===== src/rtl/wb_line_fetch.sv =====
`default_nettype none
// ============================================================================
// Module   : wb_line_fetch
// Purpose  : Wishbone master that turns simple CPU rd/wr requests into
//            wishbone cycles. One 16-byte read line is held locally. Read
//            hits are answered from the line. Read misses fetch the line with
//            one 4-beat incrementing burst. Writes go straight through as
//            single beats and are merged into the line when they hit it.
// Ports    : wb_clk, RESET_N           clock, async active-low reset
//            cpu_addr/rd/wr/din/be     client request (level, held to ack)
//            cpu_dout/cpu_ack          client response (one-cycle ack)
//            inval                     one-cycle pulse, drops the held line
//            wb_adr/dat_o/dat_i/sel/cti/stb/cyc/we/ack   wishbone master
//            hit_cnt/miss_cnt          read statistics (WB_LINE_STATS_EN only)
// Options  : define WB_LINE_STATS_EN to add saturating hit/miss counters.
// Revision : 1.0 - initial release
// ============================================================================
module wb_line_fetch #(
    parameter int ADDR_W = 28
`ifdef WB_LINE_STATS_EN
    ,
    parameter int STAT_W = 16
`endif
) (
    input  logic              wb_clk,
    input  logic              RESET_N,
    input  logic [ADDR_W-1:0] cpu_addr,
    input  logic              cpu_rd,
    input  logic              cpu_wr,
    input  logic [31:0]       cpu_din,
    input  logic [3:0]        cpu_be,
    output logic [31:0]       cpu_dout,
    output logic              cpu_ack,
    input  logic              inval,
    output logic [ADDR_W-1:0] wb_adr,
    output logic [31:0]       wb_dat_o,
    input  logic [31:0]       wb_dat_i,
    output logic [3:0]        wb_sel,
    output logic [2:0]        wb_cti,
    output logic              wb_stb,
    output logic              wb_cyc,
    output logic              wb_we,
`ifdef WB_LINE_STATS_EN
    output logic [STAT_W-1:0] hit_cnt,
    output logic [STAT_W-1:0] miss_cnt,
`endif
    input  logic              wb_ack
);

    localparam int TAG_W = ADDR_W - 4;

    typedef enum logic [1:0] {
        S_IDLE  = 2'd0,
        S_FILL  = 2'd1,
        S_WRITE = 2'd2,
        S_RESP  = 2'd3
    } state_e;

    state_e             state_q, state_d;
    logic [31:0]        line_q [4];
    logic [31:0]        line_d [4];
    logic [TAG_W-1:0]   tag_q, tag_d;
    logic               valid_q, valid_d;
    logic [1:0]         beat_q, beat_d;
    logic               rd_op_q, rd_op_d;
    // Remembers an inval seen during a fill so the fresh line is discarded
    // once the client has been served.
    logic               pend_q, pend_d;

    logic [TAG_W-1:0]   w_tag;
    logic [1:0]         w_idx;
    logic               w_hit;
    logic               w_req;

    assign w_tag = cpu_addr[ADDR_W-1:4];
    assign w_idx = cpu_addr[3:2];
    assign w_hit = valid_q && (tag_q == w_tag);
    // The request is still high during the ack cycle; it is not a new one.
    assign w_req = (cpu_rd || cpu_wr) && (state_q != S_RESP);

    always_ff @(posedge wb_clk or negedge RESET_N) begin
        if (!RESET_N) begin
            state_q <= S_IDLE;
            tag_q   <= '0;
            valid_q <= 1'b0;
            beat_q  <= 2'd0;
            rd_op_q <= 1'b0;
            pend_q  <= 1'b0;
            for (int i = 0; i < 4; i++) begin
                line_q[i] <= '0;
            end
        end else begin
            state_q <= state_d;
            tag_q   <= tag_d;
            valid_q <= valid_d;
            beat_q  <= beat_d;
            rd_op_q <= rd_op_d;
            pend_q  <= pend_d;
            for (int i = 0; i < 4; i++) begin
                line_q[i] <= line_d[i];
            end
        end
    end

    always_comb begin
        state_d = state_q;
        tag_d   = tag_q;
        valid_d = valid_q;
        beat_d  = beat_q;
        rd_op_d = rd_op_q;
        pend_d  = pend_q;
        for (int i = 0; i < 4; i++) begin
            line_d[i] = line_q[i];
        end

        cpu_ack  = 1'b0;
        cpu_dout = '0;
        wb_adr   = '0;
        wb_dat_o = '0;
        wb_sel   = 4'h0;
        wb_cti   = 3'd0;
        wb_stb   = 1'b0;
        wb_cyc   = 1'b0;
        wb_we    = 1'b0;

        case (state_q)
            S_IDLE: begin
                if (inval) begin
                    valid_d = 1'b0;
                end
                if (w_req) begin
                    if (cpu_wr) begin
                        // A simultaneous read is dropped; the write wins.
                        rd_op_d = 1'b0;
                        state_d = S_WRITE;
                    end else begin
                        rd_op_d = 1'b1;
                        if (w_hit) begin
                            // Hits share the single ack path through RESP,
                            // giving an ack on the very next cycle.
                            state_d = S_RESP;
                        end else begin
                            // The old line is overwritten beat by beat, so
                            // it stops being valid as soon as the fill starts.
                            state_d = S_FILL;
                            beat_d  = 2'd0;
                            valid_d = 1'b0;
                            pend_d  = 1'b0;
                        end
                    end
                end
            end

            S_FILL: begin
                wb_adr = {w_tag, beat_q, 2'b00};
                wb_sel = 4'hF;
                wb_cti = (beat_q == 2'd3) ? 3'd7 : 3'd2;
                wb_stb = 1'b1;
                wb_cyc = 1'b1;
                if (inval) begin
                    pend_d = 1'b1;
                end
                if (wb_ack) begin
                    line_d[beat_q] = wb_dat_i;
                    if (beat_q == 2'd3) begin
                        state_d = S_RESP;
                        tag_d   = w_tag;
                        valid_d = !(pend_q || inval);
                    end else begin
                        beat_d = beat_q + 2'd1;
                    end
                end
            end

            S_WRITE: begin
                wb_adr   = cpu_addr;
                wb_dat_o = cpu_din;
                wb_sel   = cpu_be;
                wb_we    = 1'b1;
                wb_stb   = 1'b1;
                wb_cyc   = 1'b1;
                if (inval) begin
                    valid_d = 1'b0;
                end
                if (wb_ack) begin
                    // An earlier inval already cleared valid_q, so checking the
                    // current pulse is enough to suppress the merge.
                    if (w_hit && !inval) begin
                        for (int b = 0; b < 4; b++) begin
                            if (cpu_be[b]) begin
                                line_d[w_idx][8*b +: 8] = cpu_din[8*b +: 8];
                            end
                        end
                    end
                    state_d = S_RESP;
                end
            end

            S_RESP: begin
                cpu_ack = 1'b1;
                if (rd_op_q) begin
                    cpu_dout = line_q[w_idx];
                end
                if (inval) begin
                    valid_d = 1'b0;
                end
                state_d = S_IDLE;
            end

            default: begin
                state_d = S_IDLE;
            end
        endcase
    end

`ifdef WB_LINE_STATS_EN
    logic [STAT_W-1:0] hit_cnt_q;
    logic [STAT_W-1:0] miss_cnt_q;
    logic              w_rd_accept;

    assign w_rd_accept = (state_q == S_IDLE) && w_req && !cpu_wr;

    always_ff @(posedge wb_clk or negedge RESET_N) begin
        if (!RESET_N) begin
            hit_cnt_q  <= '0;
            miss_cnt_q <= '0;
        end else if (w_rd_accept) begin
            if (w_hit) begin
                if (hit_cnt_q != '1) begin
                    hit_cnt_q <= hit_cnt_q + 1'b1;
                end
            end else begin
                if (miss_cnt_q != '1) begin
                    miss_cnt_q <= miss_cnt_q + 1'b1;
                end
            end
        end
    end

    assign hit_cnt  = hit_cnt_q;
    assign miss_cnt = miss_cnt_q;
`endif

endmodule
`default_nettype wire


===== config.mk =====
export PLATFORM = sky130hd
export DESIGN_NAME = wb_line_fetch
export DESIGN_NICKNAME = d
export VERILOG_FILES = /design/src/rtl/wb_line_fetch.sv
export SDC_FILE = /design/constraint.sdc
export NUM_CORES = 1
export LEC_CHECK = 0
export CAP_MARGIN = 20
export CORE_MARGIN = 10
export CORE_UTILIZATION = 50
export CTS_CLUSTER_SIZE = 40
export DETAILED_ROUTE_END_ITERATION = 7
export HOLD_SLACK_MARGIN = 0.08
export PLACE_DENSITY = 0.79
export SYNTH_ARGS = -nofsm -noshare
export SYNTH_HDL_FRONTEND = slang
export SYNTH_SLANG_ARGS = --single-unit

===== constraint.sdc =====
create_clock -name wb_clk -period 6.1 [get_ports wb_clk]
set_input_delay 1.22 -clock wb_clk [delete_from_list [all_inputs] [get_ports wb_clk]]
set_output_delay 1.22 -clock wb_clk [all_outputs]
set_load 0.05 [all_outputs]

# Word level (Yosys, flattened, before mapping)
# Cells that the tools add are included.
# totals
regBits	159
input_bits	102
# op_classes
addsub	1
n_lt_le_gt_ge	4
eq_ne	15
muxes	71
bitwise	2
n_reduce_logical	21
# ops
operator	n
$mux W128	16
$bwmux W128	5
$demux W32 S2	5
$pmux W128 S2	1
$mux W32	7
$bmux W32 S2	1
$pmux W28 S2	1
$eq A24 B24 Y1	1
$mux W24	1
$mux W2	11
$ne A2 B2 Y1 const B	10
$mux W16	1
$mux W1	14
$mux W8	1
$pmux W2 S4	1
$pmux W4 S2	1
$reduce_and A4 Y1	2
$eq A2 B2 Y1 const B	3
$ge A3 B3 Y1 const B	2
$lt A3 B1 Y1 const B	2
$mux W3	2
$not A2 Y3	2
$reduce_and A6 Y1	1
$logic_and A1 B1 Y1	5
13 further kinds	18

# Depth between registers and ports, before layout
# logic_depth
ltp_word	25
mapped_depth	9
ltp_nobuf	7

# Worst setup path before layout
# No wires, ideal clock.
# synth_path
path_type	in2out
startpoint	input port cpu_addr[2]
endpoint	output port cpu_dout[22]
t_arrival_ns	2.834
path_slack_ns	2.046
stages	4
n_path_buf	2
path_cell_list	buf_2 > buf_1 > mux4_2 > and3_1
# synth_via
elab_chain_cells	6
# synth_rtl
element	line	rtl
start: declaration	27	input logic [ADDR_W-1:0] cpu_addr,
$not A2 Y3 (implied by the code)	202	cpu_dout = line_q[w_idx];
$bmux W32 S2	202	
$mux W32 (implied by the code) (2 in a row)	202	
$mux W32	201	if (rd_op_q) begin
$mux W32	126	case (state_q)
end: declaration	32	output logic [31:0] cpu_dout,
# No other way between the ends. The select of a mux whose other input is x is not followed.

# Worst setup path after layout
# layout_path
startpoint	register state_q[0]
endpoint	output port wb_adr[24]
# layout_via
elab_chain_cells	2
word_cells_on_any_way	3
# layout_rtl
element	line	rtl
start: declaration	59	state_e state_q, state_d;
start signal: assignment	93	state_q <= state_d;
$eq A2 B2 Y1 / $eq A2 B1 Y1 (equally long branches)	126	
$pmux W28 S2 (*)	126	
end: declaration	35	output logic [ADDR_W-1:0] wb_adr,
# Mark *: on every way between the ends. The rest lies on a longest branch, timed or not.

==> summary.md <==
| Metric | Value |
|---|---|
| Run status | completed |
| CTS tree | built |
| Row cnt | 50 |
| Slowest cell on crit path | ha_2 |
| Max-cap violation count | 0 |
| Routed vias | approximately 8000 |
| Via density | 5.83 |
| Net Count, Synth | 1047 |
| CP Cell Sequence | inv_1, ha_2, o21a_1, and2_1, clkdlybuf4s50_1 |
| # hold bufs at CTS | 0 |
| Worst EP arrival | 3.55 ns |
| Cell taking the most area after synthesis | dfrtp_1 |
| Part of the cycle the worst path needs | 78.2% |
| Clk slew on worst S/H paths | 0.06 ns |
| Clock latency on the worst-skew pair | 0.43 ns |
| Syn-to-layout area delta | 29.6% |
| Largest net degree at the start of global routing | 64 |
| Initial Utilization | 51.2% |
| Avg WL per Cell | 21.3 um |
| Area of the multi-input gates | 5400 sq um |
| Area share of the largest cell type after synthesis | 41.1% |
| Number of synthesized flops with an enable pin | 0 |
| Peak VDD IR | 349 uV |
| Final #Nets | 1217 |
| Critical Path Sink Type | output port |
| Routed Antenna Nets | 0 |
| Req. time, crit path | 4.88 ns |
| PwrDens | 424 nW/um^2 |
| Pre-CTS WS | 0.975 ns |
| Async set-reset flop share out of synthesis | between 90% and 100% |
| Setup tns final | 0 ns |
| Clk root buf | clkbuf_16 |
| RSZ-0062 raised after global routing | false |
| Most frequent cells in the layout | clkdlybuf4s50_1, nand2_1, dfrtp_1, o21ai_0, mux2_1 |
| Postcts setup bufs | 0 |
| Avg Inst Size Synth | 10.3 sq um |
| Slew Limit Fails | 0 |
| YS warnings | 0 |
| Hold Crit Class | reg2reg |
| Sequential fraction of the synthesis area | 41.1% |
| Setup Skew | 0.00870 ns |
| Total core area | 18900 sq um |
| Storage element area | 3980 sq um |
| Final hold violations | 0 |
| Post-CTS resize count | 0 |
| Initial antenna violation count | 1 |
| Cell variety after synth | 49 |
| CTS Buf Count | 17 |
| Layout cells sized above 1 | around 15% |
| # fillers | 1512 |
| Crit path max fanout | 51 |
| Vias in the first global route | 8666 |
| Overall routing resource usage | roughly 23% |
| Clock Sinks | roughly 160 |
| Number of port buffers | 204 |
| Number of top-level pins | 205 |
| DP Wirelength | 19900 um |
| Final WL | 29500 um |
| Final worst slack | 1.33 ns |
| Crit path launch type | register |
| Residual DRC | 0 |
| Crit path max-delay family | buffers and inverters |
| Setup CP Type | reg2out |
| Commonest non-fill, non-tap cell in the layout | clkdlybuf4s50_1 |
| Leakage | approximately 0.0056 uW |
| Crit-path max cell delay | 0.86 ns |
| Max_slew headroom | 29.2% |
| CP Buf/Inv Count | 2 |
| Syn Inst Count | 937 |
| Die Ht | 159 um |
| Max Freq | 0.210 GHz |
| First-pass GRT wire length | 47500 um |
| Grt ovf | 0 |
| H-tree levels | 4 |
| Min Clock Period, post-route | 4.77 ns |
| Top post-synthesis cells by area | dfrtp_1, mux2_1, mux4_2 |
| Least-Margin Pin Slew | 1.06 ns |
| Drt first pass iters | 7 |
| GPL Wtd Cong | 0.804 |
| Starting DRC count in detailed routing | around 690 |
| Width of the chip | approximately 160 um |
| Maximum clock path buffer count | 2 |
| Top_reg_cell synth | dfrtp_1 |
| Synth Register Bits | 159 |
| Die area | 25300 sq um |
| Setup violators final | 0 |
| Post-Syn Area | between 9000 and 10000 sq um |
[registers in the layout, summed over array words and instances (netlist names)]
name,flops
state_q,2
rd_op_q,1
valid_q,1
tag_q,24
line_q,128
pend_q,1
beat_q,2
[kinds of logic after synthesis]
| logic type | Yosys count | share of synthesized area [%] |
|---|---|---|
| buffers and inverters | 77 | 3.26 |
| and+or+nand+nor | 311 | 16.2 |
| AOI/OAI and AO/OA | 173 | 11.0 |
| muxes | 185 | 25.2 |
| xor gates and xnor gates | 24 | 2.17 |
| adders and majority gates | 8 | 1.03 |
| DFF | 159 | 41.1 |
[area by class of cell]
class,count,share of cell area [%]
diodes,1,0.0199
clock buffers,19,3.61
clock inverters,12,1.46
inverters,9,0.269
multi-input cells,701,43.0
flip-flops and latches,159,31.7
well taps,260,2.59
repair buffers,219,17.3
[cells in the mapped netlist, drive strengths merged (2+ instances only)]
cell / count
a21oi: 2
a22oi: 2
a311oi: 3
and2: 60
and3: 32
buf: 13
clkbuf: 55
dfrtp: 159
ha: 8
inv: 9
mux2: 152
mux4: 32
nand2: 167
nand2b: 4
nand3: 5
nand3b: 3
nand4: 17
nor2: 3
nor2b: 6
nor3b: 4
nor4: 6
o211ai: 2
o21a: 5
o21ai: 148
o22ai: 2
xor2: 24
[power by group]
group / internal (uW) / total, uW / leakage, uW / switching [uW]
Clock: 709 / 1160 / 0.000302 / 449
Sequential: 1380 / 1580 / 0.00215 / 205
Combinational: 987 / 2590 / 0.00311 / 1600
Total: 3070 / 5330 / 0.00556 / 2250
[per-stage QoR]
stage / hold WS (ns) / power, uW / area [sq um] / instances / util (%)
floorplan: 0.452 / 3330 / 9680 / 937 / -
finish: 0.485 / 5330 / 12500 / 1380 / 66.4
detailed placement: 0.473 / 4160 / 11900 / 1346 / 62.9
CTS: 0.487 / 5330 / 12500 / 1377 / 66.2
global placement: 0.462 / 4100 / 11900 / 1345 / 62.8
global route: 0.505 / 5610 / 12500 / 1380 / 66.4
[metal layers]
layer | share of wire (%) | global-route usage, % | vias to the layer above
met5 | 0 | 0 | -
met4 | 1.6 | 6.82 | 0
met3 | 8.5 | 6.09 | 36
met2 | 49 | 38.1 | 377
met1 | 41 | 28.7 | 3951
li1 | - | - | 3676
[worst paths after layout]
check | start | to | slack (ns) | cells past startpoint
hold / removal | line_q[61] | line_q[61] | 0.48 | 1
setup reg to reg | state_q[0] | line_q[121] | 2.33 | 7
hold reg to reg | line_q[61] | line_q[61] | 0.48 | 1
min in group asynchronous | RESET_N | line_q[121] | 0.77 | 1
max in group asynchronous | RESET_N | tag_q[7] | 4.19 | 2
setup / recovery | state_q[0] | wb_adr[24] | 1.33 | 5
Power figures use the tool's default switching activity.
